--- src/rtl/instruction_fetch.sv ---
`default_nettype none
// ============================================================================
// Module   : instruction_fetch
// Brief    : Pipeline IF stage with PC, IF/ID register, stall hold buffer and
//            branch redirect handling against a ready/valid instruction memory.
// Revision : 1.0
// ============================================================================
module instruction_fetch #(
    parameter logic [31:0] RESET_VECTOR = 32'h00000000,
    parameter logic [31:0] NOP_WORD     = 32'h00000000
) (
    input  logic        clk,
    input  logic        reset,
    input  logic        pcWrite,
    input  logic        ifIdWrite,
    input  logic        branch,
    input  logic [31:0] branchProgramCounter,
    output logic [31:0] imemAddress,
    output logic        imemRequest,
    input  logic        imemReady,
    input  logic [31:0] imemData,
    output logic [31:0] programCounterOut,
    output logic [31:0] instruction,
    output logic        instructionValid
);

    typedef enum logic [1:0] {
        FETCH   = 2'd0,
        HOLD    = 2'd1,
        DISCARD = 2'd2
    } state_t;

    state_t      state;
    logic [31:0] pc;
    logic [31:0] hold_buf;
    logic [31:0] redirect_pc;

    logic        stall;
    logic        transfer;
    logic [31:0] pc_plus4;

    assign stall       = !pcWrite || !ifIdWrite;
    // Gated by reset so the request drops the instant reset is asserted.
    assign imemRequest = !reset && (state != HOLD);
    assign transfer    = imemRequest && imemReady;
    assign imemAddress = pc;
    assign pc_plus4    = pc + 32'd4;

    always_ff @(posedge clk or posedge reset) begin
        if (reset) begin
            state             <= FETCH;
            pc                <= RESET_VECTOR;
            hold_buf          <= 32'd0;
            redirect_pc       <= 32'd0;
            programCounterOut <= 32'd0;
            instruction       <= NOP_WORD;
            instructionValid  <= 1'b0;
        end else begin
            // Branch outranks stall in every state and always injects a bubble.
            if (branch) begin
                programCounterOut <= branchProgramCounter;
                instruction       <= NOP_WORD;
                instructionValid  <= 1'b0;
            end

            case (state)
                FETCH: begin
                    if (branch) begin
                        if (transfer) begin
                            pc <= branchProgramCounter;
                        end else begin
                            redirect_pc <= branchProgramCounter;
                            state       <= DISCARD;
                        end
                    end else if (stall) begin
                        if (transfer) begin
                            hold_buf <= imemData;
                            state    <= HOLD;
                        end
                    end else if (transfer) begin
                        programCounterOut <= pc_plus4;
                        instruction       <= imemData;
                        instructionValid  <= 1'b1;
                        pc                <= pc_plus4;
                    end else begin
                        programCounterOut <= pc_plus4;
                        instruction       <= NOP_WORD;
                        instructionValid  <= 1'b0;
                    end
                end

                HOLD: begin
                    if (branch) begin
                        pc    <= branchProgramCounter;
                        state <= FETCH;
                    end else if (!stall) begin
                        programCounterOut <= pc_plus4;
                        instruction       <= hold_buf;
                        instructionValid  <= 1'b1;
                        pc                <= pc_plus4;
                        state             <= FETCH;
                    end
                end

                DISCARD: begin
                    // The outstanding fetch belongs to the wrong path; finish it, drop it.
                    if (branch) begin
                        redirect_pc <= branchProgramCounter;
                        if (transfer) begin
                            pc    <= branchProgramCounter;
                            state <= FETCH;
                        end
                    end else begin
                        if (!stall) begin
                            programCounterOut <= pc_plus4;
                            instruction       <= NOP_WORD;
                            instructionValid  <= 1'b0;
                        end
                        if (transfer) begin
                            pc    <= redirect_pc;
                            state <= FETCH;
                        end
                    end
                end

                default: state <= FETCH;
            endcase
        end
    end

endmodule
`default_nettype wire
--- config.mk ---
export PLATFORM = sky130hd
export DESIGN_NAME = instruction_fetch
export DESIGN_NICKNAME = d
export VERILOG_FILES = /design/src/rtl/instruction_fetch.sv
export SDC_FILE = /design/constraint.sdc
export NUM_CORES = 1
export LEC_CHECK = 0
export ABC_AREA = 1
export CORE_MARGIN = 2
export CORE_UTILIZATION = 54
export DETAILED_ROUTE_END_ITERATION = 16
export PLACE_DENSITY_LB_ADDON = 0.08
export SYNTH_ARGS = -nofsm -noshare
export SYNTH_HDL_FRONTEND = slang
export SYNTH_SLANG_ARGS = --single-unit
export TNS_END_PERCENT = 100
--- constraint.sdc ---
create_clock -name clk -period 6.9 [get_ports clk]
set_clock_uncertainty 0.2 [all_clocks]
set_input_delay 1.725 -clock clk [delete_from_list [all_inputs] [get_ports clk]]
set_output_delay 1.725 -clock clk [all_outputs]
set_load 0.01 [all_outputs]
==> impl_summary.md <==
Routing
The remaining routing DRC violations is 0. The final wirelength is 30250 um. In this run the remaining antenna-violating nets after routing total 0. The first TritonRoute pass finished after 7 iterations. After detailed routing, the average wire length per cell comes to 16.49 um. Dividing the detail-routed via count by the number of cells gives 5.634. The first-iteration detailed-routing DRC count is 781. The routed layout has 10330 vias.

Worst setup path
The maximum cell stage delay along the critical path is 550 ps. The slowest library cell on the worst path is sky130_fd_sc_hd__clkdlybuf4s50_1. At the worst endpoint, the required time is 4970 ps. The worst register-to-register path ends at imemAddress[5]$_DFFE_PP0P_. The dominant delay contributor by cell family on the critical path is buffers and inverters. The top fanout value on the critical path is 2.

At the worst endpoint, the arrival time is 2930 ps. The endpoint type of the worst setup path is an output pin. The sort of element at the start of the critical path is an input pin. The cell depth of the worst flop-to-flop path is 11.

The most repeated library cell on the critical path is sky130_fd_sc_hd__clkdlybuf4s50_1. The launch instance of the worst register-to-register path is state[1]$_DFFE_PP0P_. Across all register-to-register paths, the minimum setup slack is 3710 ps. Together, buffers and inverters on the worst path number 2. Traced cell by cell, the critical path runs through clkdlybuf4s50_1 > nor2_2 > clkdlybuf4s50_1. The category of the critical setup timing path is in2out.

GRT
The initial antenna violation count is 1. Global routing consumed, over all layers together, 30.83% of the routing resources. The via count of the first global-routing pass came to 9671. The maximum number of pins on one net before global-route repair is 81. For this run the aggregate overflow at the end of global routing stands at 0.

The wire length of the first global-routing pass is 49150 um.

Timing
The number of hold-slack violations in the final timing report is 0. Setup violations remaining at the end of the flow were counted as 0. The fmax is 206.1 MHz. Dividing the final minimum period by the clock period gives 70.33%. Setup repair after global routing left no endpoint under its margin.

The worst max-slew margin expressed relative to the limit is 19.13%. The slew at the pin with the worst max-slew slack is 1210 ps. The max-slew violation total from the final report is 0. The total negative slack is 0 ps. Counting I/O delays and the setup requirement, the final critical path takes 4853 ps.

Pwr
The worst-case IR drop observed on VDD is 0.2327 mV. The total internal power is 0.002656 W. The clock share of power is 20.5%. The switching share of power is 41.59%.

Combinational logic is responsible for 44.2% of the overall power. The share of total power in sequential cells is 35.3%. Power spread over the standard cell area amounts to 368.5 nW/um2. Summed over all cells, the static leakage comes to 5.831 nW.

The analysis attributes to net switching a power of 0.001891 W.

Place
The count of port buffers added during placement is 167. The total cell area at the placement stage is 11780 um2. Detailed placement finished with a half-perimeter wire length of 18810 um. The final weighted congestion in routability-driven placement is 0.8913.

Finish
The ratio of cells with drive above 1 in the final layout is 4.753%. The area growth from synthesis to final layout is 21.96%. The final layout net count is 1662. Summing all flip-flop and latch instances after layout gives 4079 um2. The number of fill cells in the layout is 1611. In the final layout, the multi-input gates occupy 4858 um2. The final design instance area without fill is 12340 um2.

Min path
The number of stages on the worst hold path is 2. The path with the worst hold slack has its endpoint at redirect_pc[8]$_DFFE_PP0P_. The worst hold path begins at redirect_pc[8]$_DFFE_PP0P_. The type of the most critical hold path is reg2reg.

Floorplan
The core region area is 18520 um2. The number of placement rows is 50. The overall die area is 19850 um2. From left edge to right edge, the die measures 140.9 um. The die is 140.9 um tall.

168 I/O pins were placed. For this configuration, the core starts out at a cell density of 54.64%.

Run status
The flow ran to the end, and the final reports show no timing, DRC or antenna violations.

Synthesis
The gate count after technology mapping is 1476. The synthesized netlist occupies a cell area of 10120 um2. The share of synthesized flip-flops with an asynchronous set or reset is 100.0%. The number of warnings printed during yosys synthesis is 0. Of the synthesized area, sequential elements account for 40.32%.

The total nets after synthesis is 1551. The fraction of post-synthesis cell area in the top cell type by area is 40.32%. Yosys mapped a number of flops with a built-in enable equal to 0. Synthesis inferred 163 register bits.

Of all cell types, the one taking the most synthesized area is sky130_fd_sc_hd__dfrtp_1. The number of library cell types mapped by synthesis is 35. After synthesis, the mean cell area works out to 6.854 um2.

By area the synthesized netlist is led by sky130_fd_sc_hd__dfrtp_1, sky130_fd_sc_hd__nand2_1, sky130_fd_sc_hd__o21ai_0, sky130_fd_sc_hd__inv_1, sky130_fd_sc_hd__nor2_1. In the synthesized netlist the dominant register cell turns out to be sky130_fd_sc_hd__dfrtp_1.

CTS
The number of resized instances in the post-cts repair step is 0. In this run the post-CTS setup repair buffer count came out at 0. Counting along the longest clock path gives a buffer depth of 2. The number of buffers created by CTS is 17.

Buffers inserted to repair hold after CTS numbered 0. The clock latency on the worst-skew pair is 430 ps. After clock tree synthesis, the clock-pin slew on the worst setup and hold paths is 60 ps. The clock tree from TritonCTS is done.

In this run the clock root is driven by a sky130_fd_sc_hd__clkbuf_16. The clock drives 163 sinks. The number of H-tree branching levels is 4.

Run
Across the run, the number of max-cap violations was 0.
-- state kept, by name (all words and copies together) (netlist names) --
name	count
programCounterOut	32
redirect_pc	32
instructionValid	1
state	2
imemAddress	32
hold_buf	32
instruction	32
-- per-stage QoR --
step           worst slack, ps  hold slack [ps]  power (W)  utilization (%)  cells
2_1_floorplan            570.0            253.7   0.002839                -   1476
6_report                  2047            290.0   0.004547            66.64   1834
5_1_grt                   2000            306.1   0.004881            66.62   1833
3_3_place_gp              2066            268.5   0.003539            63.59   1802
4_1_cts                   2038            289.8   0.004539            66.62   1833
3_5_place_dp              2043            274.5   0.003590            63.59   1802
-- kinds of logic after synthesis --
kind of cell               Yosys count  share of synthesized area [%]
buffers and inverters              294                          11.81
DFF                                163                          40.32
xor gates and xnor gates            15                          1.299
AOI/OAI and AO/OA                  335                          19.16
adders and majority gates            5                         0.6184
and+or+nand+nor                    664                          26.80
-- area by class of cell --
type                            count  area share [%]
Tap cell                          234           2.373
Antenna cell                        1         0.02028
Multi-Input combinational cell   1019           39.37
Clock inverter                     10          0.8923
Sequential cell                   163           33.06
Timing Repair Buffer              179           14.24
Inverter                          207           6.398
Clock buffer                       21           3.650
-- worst register-to-register path: cells and delay by family, from the launching register on --
family / cells / cell delay (ps)
compound gates: 2 / 350
fa+ha+maj: 1 / 250
buf+inv: 3 / 690
flops: 1 / 400
simple gates: 5 / 1180
-- cell usage in the layout, fill, tap and decap left out, drive strengths merged, types with 3 or more instances in the layout --
cell type	n
nand2	460
inv	206
o21ai	174
clkdlybuf4s50	166
dfrtp	163
nor2	133
nand3	61
a21oi	57
o22ai	33
o211ai	22
o221ai	21
clkbuf	21
xor2	15
a22oi	13
buf	13
a31oi	7
and2	5
ha	5
clkinv	5
a22o	4
nand3b	4
clkinvlp	4
a32o	3
-- power by group through the flow --
stage / combinational (W) / clock [W] / sequential [W]
2_1_floorplan: 0.00124 / 0 / 0.00160
3_3_place_gp: 0.00193 / 0 / 0.00161
3_5_place_dp: 0.00198 / 0 / 0.00161
4_1_cts: 0.00200 / 0.000941 / 0.00160
5_1_grt: 0.00226 / 0.000981 / 0.00164
6_report: 0.00201 / 0.000931 / 0.00161
-- worst max path at each step --
| stage | from | end | cells past startpoint |
|---|---|---|---|
| 3_5_place_dp | reset | imemRequest | 3 |
| 3_3_place_gp | reset | imemRequest | 3 |
| 6_report | reset | imemRequest | 3 |
| 2_1_floorplan | reset | hold_buf[0]$_DFFE_PP0P_ | 1 |
| 5_1_grt | reset | imemRequest | 3 |
| 4_1_cts | reset | imemRequest | 3 |
-- synth_stat cells, types with 15 or more instances --
master / instances
sky130_fd_sc_hd__inv_1: 201
sky130_fd_sc_hd__xor2_1: 15
sky130_fd_sc_hd__nand2_1: 452
sky130_fd_sc_hd__o22ai_1: 32
sky130_fd_sc_hd__o21ai_0: 161
sky130_fd_sc_hd__nor2_1: 118
sky130_fd_sc_hd__clkbuf_1: 40
sky130_fd_sc_hd__nand3_1: 61
sky130_fd_sc_hd__buf_2: 34
sky130_fd_sc_hd__o211ai_1: 21
sky130_fd_sc_hd__a21oi_1: 57
sky130_fd_sc_hd__o221ai_1: 21
sky130_fd_sc_hd__dfrtp_1: 163
-- routing by layer --
layer / vias up / share of wire [%] / track usage, % / wire [um]
met3: 69 / 7.8 / 5.061 / 2359
met4: 2 / 2.3 / 10.16 / 692
li1: 4956 / - / - / -
met5: - / 0.043 / 0 / 13
met1: 4827 / 42 / 41.56 / 12780
met2: 478 / 48 / 51.07 / 14400
Note: power is estimated with default switching activity, not from simulation.
